File: src/rtl/dff_share_arbiter_pkg.sv
// Shared constants, state encodings and helpers for the DFF share arbiter.
package dff_share_pkg;

    localparam int unsigned N_REQ_DEF      = 4;
    localparam int unsigned WIDTH_DEF      = 8;
    localparam int unsigned SETTLE_CYC_DEF = 2;

    localparam logic [1:0] ST_IDLE   = 2'd0;
    localparam logic [1:0] ST_LOAD   = 2'd1;
    localparam logic [1:0] ST_SETTLE = 2'd2;
    localparam logic [1:0] ST_DONE   = 2'd3;

    // Ceiling log2, returns at least 1 so derived vectors never collapse to zero width.
    function automatic int unsigned clog2(input int unsigned value);
        int unsigned result;
        result = 0;
        while ((32'd1 << result) < value) begin
            result++;
        end
        if (result == 0) begin
            result = 1;
        end
        return result;
    endfunction

endpackage

File: src/rtl/dff_share_arbiter_if.sv
// Requester-side bundle of the DFF share arbiter.
interface dff_share_arbiter_if
    import dff_share_pkg::*;
#(
    parameter int unsigned N_REQ = N_REQ_DEF,
    parameter int unsigned WIDTH = WIDTH_DEF
);
    localparam int unsigned IDX_W = clog2(N_REQ);

    logic [N_REQ-1:0]       req;
    logic [N_REQ*WIDTH-1:0] data_in;
    logic [N_REQ-1:0]       grant;
    logic [IDX_W-1:0]       owner;
    logic [WIDTH-1:0]       q;
    logic                   done;
    logic                   busy;

    // Requester side: drives requests and data, observes the arbiter.
    modport master (
        output req, data_in,
        input  grant, owner, q, done, busy
    );

    // Arbiter side.
    modport slave (
        input  req, data_in,
        output grant, owner, q, done, busy
    );

endinterface

File: src/rtl/dff_share_arbiter_rr_pick.sv
// Combinational round-robin selector: first set request at or above rr_ptr, wrapping.
module rr_pick
    import dff_share_pkg::*;
#(
    parameter int unsigned N_REQ = N_REQ_DEF,
    parameter int unsigned IDX_W = clog2(N_REQ)
) (
    input  logic [N_REQ-1:0] req,
    input  logic [IDX_W-1:0] rr_ptr,
    output logic             valid,
    output logic [IDX_W-1:0] idx
);
    localparam logic [IDX_W:0] NREQ_W = (IDX_W+1)'(N_REQ);

    logic [2*N_REQ-1:0] dbl;
    logic [N_REQ-1:0]   rot;
    logic [IDX_W-1:0]   lsb;
    logic [IDX_W:0]     sum;

    // Rotate so rr_ptr lands at bit 0, take lowest set bit, then undo the rotation.
    always_comb begin
        dbl = {req, req} >> rr_ptr;
        rot = dbl[N_REQ-1:0];
        lsb = '0;
        for (int i = int'(N_REQ) - 1; i >= 0; i--) begin
            if (rot[i]) begin
                lsb = IDX_W'(i);
            end
        end
        sum = {1'b0, lsb} + {1'b0, rr_ptr};
        if (sum >= NREQ_W) begin
            idx = IDX_W'(sum - NREQ_W);
        end else begin
            idx = sum[IDX_W-1:0];
        end
        valid = |req;
    end

endmodule

File: src/rtl/dff_share_arbiter.sv
// Round-robin sharing of one capture register: grant, load, settle, done.
module dff_share_arbiter
    import dff_share_pkg::*;
#(
    parameter int unsigned N_REQ      = N_REQ_DEF,
    parameter int unsigned WIDTH      = WIDTH_DEF,
    parameter int unsigned SETTLE_CYC = SETTLE_CYC_DEF
) (
    input logic                clk,
    input logic                rst_n,
    dff_share_arbiter_if.slave bus
);
    localparam int unsigned IDX_W = clog2(N_REQ);
    localparam int unsigned CNT_W = clog2(SETTLE_CYC);

    logic [1:0]       state_q, state_d;
    logic [N_REQ-1:0] grant_q, grant_d;
    logic [IDX_W-1:0] owner_q, owner_d;
    logic [WIDTH-1:0] q_q, q_d;
    logic             done_q, done_d;
    logic             busy_q, busy_d;
    logic [IDX_W-1:0] rr_ptr_q, rr_ptr_d;
    logic [CNT_W-1:0] cnt_q, cnt_d;

    logic             pick_valid;
    logic [IDX_W-1:0] pick_idx;

    rr_pick #(
        .N_REQ (N_REQ),
        .IDX_W (IDX_W)
    ) u_rr_pick (
        .req    (bus.req),
        .rr_ptr (rr_ptr_q),
        .valid  (pick_valid),
        .idx    (pick_idx)
    );

    // Next-state: requests are only looked at in IDLE; a granted transaction always runs out.
    always_comb begin
        state_d  = state_q;
        grant_d  = grant_q;
        owner_d  = owner_q;
        q_d      = q_q;
        done_d   = 1'b0;
        busy_d   = busy_q;
        rr_ptr_d = rr_ptr_q;
        cnt_d    = cnt_q;
        case (state_q)
            ST_IDLE: begin
                if (pick_valid) begin
                    state_d           = ST_LOAD;
                    grant_d           = '0;
                    grant_d[pick_idx] = 1'b1;
                    owner_d           = pick_idx;
                    busy_d            = 1'b1;
                end
            end
            ST_LOAD: begin
                q_d     = bus.data_in[owner_q*WIDTH +: WIDTH];
                cnt_d   = CNT_W'(SETTLE_CYC - 1);
                state_d = ST_SETTLE;
            end
            ST_SETTLE: begin
                if (cnt_q == '0) begin
                    state_d = ST_DONE;
                    done_d  = 1'b1;
                end else begin
                    cnt_d = cnt_q - CNT_W'(1);
                end
            end
            ST_DONE: begin
                state_d = ST_IDLE;
                grant_d = '0;
                busy_d  = 1'b0;
                // Pointer moves only on completion so an aborted transfer keeps its priority.
                rr_ptr_d = (owner_q == IDX_W'(N_REQ - 1)) ? '0 : owner_q + IDX_W'(1);
            end
            default: state_d = ST_IDLE;
        endcase
    end

    // State registers with synchronous active-low reset.
    always_ff @(posedge clk) begin
        if (!rst_n) begin
            state_q  <= ST_IDLE;
            grant_q  <= '0;
            owner_q  <= '0;
            q_q      <= '0;
            done_q   <= 1'b0;
            busy_q   <= 1'b0;
            rr_ptr_q <= '0;
            cnt_q    <= '0;
        end else begin
            state_q  <= state_d;
            grant_q  <= grant_d;
            owner_q  <= owner_d;
            q_q      <= q_d;
            done_q   <= done_d;
            busy_q   <= busy_d;
            rr_ptr_q <= rr_ptr_d;
            cnt_q    <= cnt_d;
        end
    end

    assign bus.grant = grant_q;
    assign bus.owner = owner_q;
    assign bus.q     = q_q;
    assign bus.done  = done_q;
    assign bus.busy  = busy_q;

endmodule

File: src/flat_wrapper.sv
// flat-port wrapper written by rule: the top's interface ports become plain ports
module dff_share_arbiter_flat import dff_share_pkg::*;
#(
    parameter int unsigned N_REQ      = N_REQ_DEF,
    parameter int unsigned WIDTH      = WIDTH_DEF,
    parameter int unsigned SETTLE_CYC = SETTLE_CYC_DEF
)
  (clk, rst_n, bus_req, bus_data_in, bus_grant, bus_owner, bus_q, bus_done, bus_busy);
  dff_share_arbiter_if #(.N_REQ(N_REQ), .WIDTH(WIDTH)) bus_i ();
  input logic clk;
  input logic rst_n;
  input wire logic [$bits(bus_i.req)-1:0] bus_req;
  input wire logic [$bits(bus_i.data_in)-1:0] bus_data_in;
  output wire logic [$bits(bus_i.grant)-1:0] bus_grant;
  output wire logic [$bits(bus_i.owner)-1:0] bus_owner;
  output wire logic [$bits(bus_i.q)-1:0] bus_q;
  output wire logic [$bits(bus_i.done)-1:0] bus_done;
  output wire logic [$bits(bus_i.busy)-1:0] bus_busy;
  assign bus_i.req = bus_req;
  assign bus_i.data_in = bus_data_in;
  assign bus_grant = bus_i.grant;
  assign bus_owner = bus_i.owner;
  assign bus_q = bus_i.q;
  assign bus_done = bus_i.done;
  assign bus_busy = bus_i.busy;
  dff_share_arbiter #(.N_REQ(N_REQ), .WIDTH(WIDTH), .SETTLE_CYC(SETTLE_CYC)) u_core (.clk(clk), .rst_n(rst_n), .bus(bus_i));
endmodule
File: config.mk
export PLATFORM = sky130hd
export DESIGN_NAME = dff_share_arbiter_flat
export DESIGN_NICKNAME = d
export VERILOG_FILES = /design/src/rtl/dff_share_arbiter_pkg.sv /design/src/rtl/dff_share_arbiter_if.sv /design/src/rtl/dff_share_arbiter_rr_pick.sv /design/src/rtl/dff_share_arbiter.sv /design/src/flat_wrapper.sv
export SDC_FILE = /design/constraint.sdc
export NUM_CORES = 1
export LEC_CHECK = 0
export BUFFER_PORTS_ARGS = -buffer_cell sky130_fd_sc_hd__buf_2
export CAP_MARGIN = 40
export CELL_PAD_IN_SITES_DETAIL_PLACEMENT = 1
export CELL_PAD_IN_SITES_GLOBAL_PLACEMENT = 1
export CORE_MARGIN = 2
export CORE_UTILIZATION = 36
export CTS_BUF_LIST = sky130_fd_sc_hd__clkbuf_8
export DETAILED_ROUTE_END_ITERATION = 16
export HOLD_SLACK_MARGIN = 0.1
export PLACE_DENSITY = 0.93
export REMOVE_ABC_BUFFERS = 1
export SETUP_SLACK_MARGIN = 0.2
export SLEW_MARGIN = 15
export SYNTH_ARGS = -nofsm -noshare
export SYNTH_HDL_FRONTEND = slang
export SYNTH_SLANG_ARGS = --single-unit
export TNS_END_PERCENT = 30
File: constraint.sdc
create_clock -name clk -period 2.25 [get_ports clk]
set_input_delay 0.3375 -clock clk [delete_from_list [all_inputs] [get_ports clk]]
set_output_delay 0.3375 -clock clk [all_outputs]
set_load 0.01 [all_outputs]
==> out/qor.yml <==
clock_tree:
  htreeDepth: 1
  cts_root_buf: "clkbuf_8"
  cts.sinks: 21
  clockBufferDepth: 2
  numCtsBuffers: 3
  clock_latency_ns: 0.26
  cts_hold_buf: 0
  cts_setup_buffers: 0
  cts_tree: "yes"
  cts_resized: 0
  clkTransAtPathRegs_ns: 0.07
die:
  die_h_microns: 65.4
  dieArea_sq_um: 4280
  ios: 54
  core-area_sq_um: 3630
  die_x_microns: 65.4
  initial_core_util: 0.374
  rows: 22
detailed_routing:
  antenna_left: 0
  drc_errors: 0
  firstDrtPassIters: 4
  vias: 1286
  drt_iter0_markers: 18
  viasPerCell: 5.34
  routed_wl_microns: 3670
  wire_per_inst_microns: 15.2
critical_path:
  cpPeakStageDelay_ns: 0.52
  cp_max_fo: 12
  r2r_end: "u_core.bus.grant[0]"
  crit_type: "reg2reg"
  crit_buf_inv: 0
  critPathLaunch: "u_core.rr_ptr_q[0]"
  crit_path_start_kind: "flop"
  reg2regPathDepth: 8
  slowest_stage: "or4_1"
  crit_required_ns: 2.45
  critPathTopFamily: "simple AND/OR/NAND/NOR gates"
  cp.arrival_ns: 2.13
  cp_common_cell: "nand3_1"
  rr_startpoint: "u_core.rr_ptr_q[0]"
  end_kind: "flop"
  r2r_slack_ns: 0.33
  crit_chain: "or4_1 > nand3_1 > ha_1 > nor2_1 > nand3_1 > nor2_1 > nand3_1 > nand3_1"
global_routing:
  grt.total_usage: 0.183
  grt_max_degree: 21
  grt_antenna_before_repair: 0
  grt_pass1_vias: 1340
  grt_pass1_wl_microns: 6030
  overflow: 0
pwr:
  power_mw: 1.69
  irDropWorstVdd_mv: 0.267
  leakagePower_nw: 0.761
  power_density_nw_per_um2: 989
timing:
  final.min_clock_period_ns: 1.92
  period_share: 0.854
  max_clock_freq_ghz: 0.521
  rsz0062_at_grt: "false"
  setup_viol: 0
  setup_tns_ns: 0
  setup_ws_ns: 0.329
  finClkSkew_ns: 0.00102
  slew_headroom: 0.626
  drv_slew: 0
  worstMarginPinSlew_ns: 0.560
  finalHoldViolations: 0
logic_synthesis:
  synth_edf_count: 0
  synthTopCellsByArea: "dfxtp_1, mux4_2, mux2i_1"
  yosysMostFrequentCell: "dfxtp_1"
  synthFlopType: "dfxtp_1"
  synth_fa_ha_area_frac: 0.0737
  synth-simple-area-share: 0.226
  synth_cell_types: 36
  seq_area_frac_synth: 0.310
  synth_common_cells: "dfxtp_1, nor2_1, nor2b_1"
  synthArstFlopShare: 0
  synthCells: 144
  synth_area_leader_cell: "dfxtp_1"
  muxShareOfSynthArea: 0.221
  netlist_area_sq_um: 1360
  synth_seq_cells: 21
  ys_warn_count: 0
  syn_area_per_cell_sq_um: 9.43
  synth_compound_area_frac: 0.114
  synth_xor_area_frac: 0.0129
  synth.top_cell.area_share: 0.310
  synth_top_family_by_area: "simple AND/OR/NAND/NOR gates"
final_layout:
  final_layout_size_suffix_gt1_frac: 0.368
  final_area_sq_um: 1710
  area.growth.synth_to_final_pct: 25.8
  num_antenna_cells: 0
  fill_cells: 456
  fin_cells: 241
  nets: 240
placement:
  finalWeightedCongestion: 0.812
  place_ws_ns: 0.227
  numPortBuffers: 53
  dpl.cell_count: 237
  place_area_sq_um: 1640
  hpwl_microns: 2910
hold_path:
  min_from: "u_core.cnt_q"
  hold_depth: 1
  hold_class: "reg2reg"
  min_to: "u_core.bus.done"
status:
  status: "complete, no violations"
run:
  drv_cap: 0
## worst max path at each step
stage	to	slack (ns)	cells past startpoint
after CTS	u_core.bus.grant[0]	0.21	11
after global routing	u_core.bus.grant[2]	0.20	8
final	u_core.bus.grant[0]	0.33	8
after detailed placement	u_core.bus.grant[0]	0.23	11
after global placement	u_core.bus.grant[2]	0.32	8
after floorplan	u_core.bus.grant[2]	0.49	7
## routing by layer
metal  track usage  vias to the layer above  wire (microns)
met2         0.355                       49            1940
li1              -                      614               -
met5             0                        -               0
met4        0.0859                        0              68
met1         0.189                      619            1370
met3        0.0291                        4             293
## cell usage in the layout, fill, tap and decap left out, drive strengths merged, types with 4 or more instances in the layout
cell type	synthesis	final
nand3	12	12
inv	3	4
nor2b	14	14
nor2	15	15
ha	8	8
dfxtp	21	21
mux2i	12	12
o21ai	9	9
buf	6	54
nand2	10	10
mux4	8	8
## logic make-up (layout without fill, tap and decap cells)
group | Yosys count | count (layout)
AOI/OAI and AO/OA | 22 | 22
xor gates and xnor gates | 2 | 2
adders and majority gates | 8 | 8
buffers and inverters | 12 | 61
DFF | 21 | 21
muxes | 20 | 20
and+or+nand+nor | 59 | 59
## state kept, by name, summed over array words and instances (netlist names)
name,flops
u_core.bus.q,8
u_core.bus.grant,4
u_core.bus.owner,2
u_core.rr_ptr_q,2
u_core.state_q,2
u_core.bus.busy,1
u_core.bus.done,1
u_core.cnt_q,1
## cell type report
type	count	area, sq um	area share
Multi-Input combinational cell	111	895	0.524
Clock inverter	1	3.75	0.00220
Clock buffer	3	41.3	0.0242
Tap cell	48	60.1	0.0352
Sequential cell	21	424	0.248
Timing Repair Buffer	54	273	0.160
Inverter	3	11.3	0.00659
## through the flow
step | util | hold slack [ns]
4_1_cts | 0.465 | 0.452
3_5_place_dp | 0.452 | 0.440
6_report | 0.470 | 0.448
3_3_place_gp | 0.452 | 0.433
2_1_floorplan | - | 0.412
5_1_grt | 0.470 | 0.490
## report_power, final
part	switching (mW)	internal (mW)	total (mW)
logic	0.400	0.414	0.815
registers	0.140	0.495	0.635
clock network	0.119	0.122	0.241
total	0.659	1.03	1.69
(Power assumes the default switching activity.)
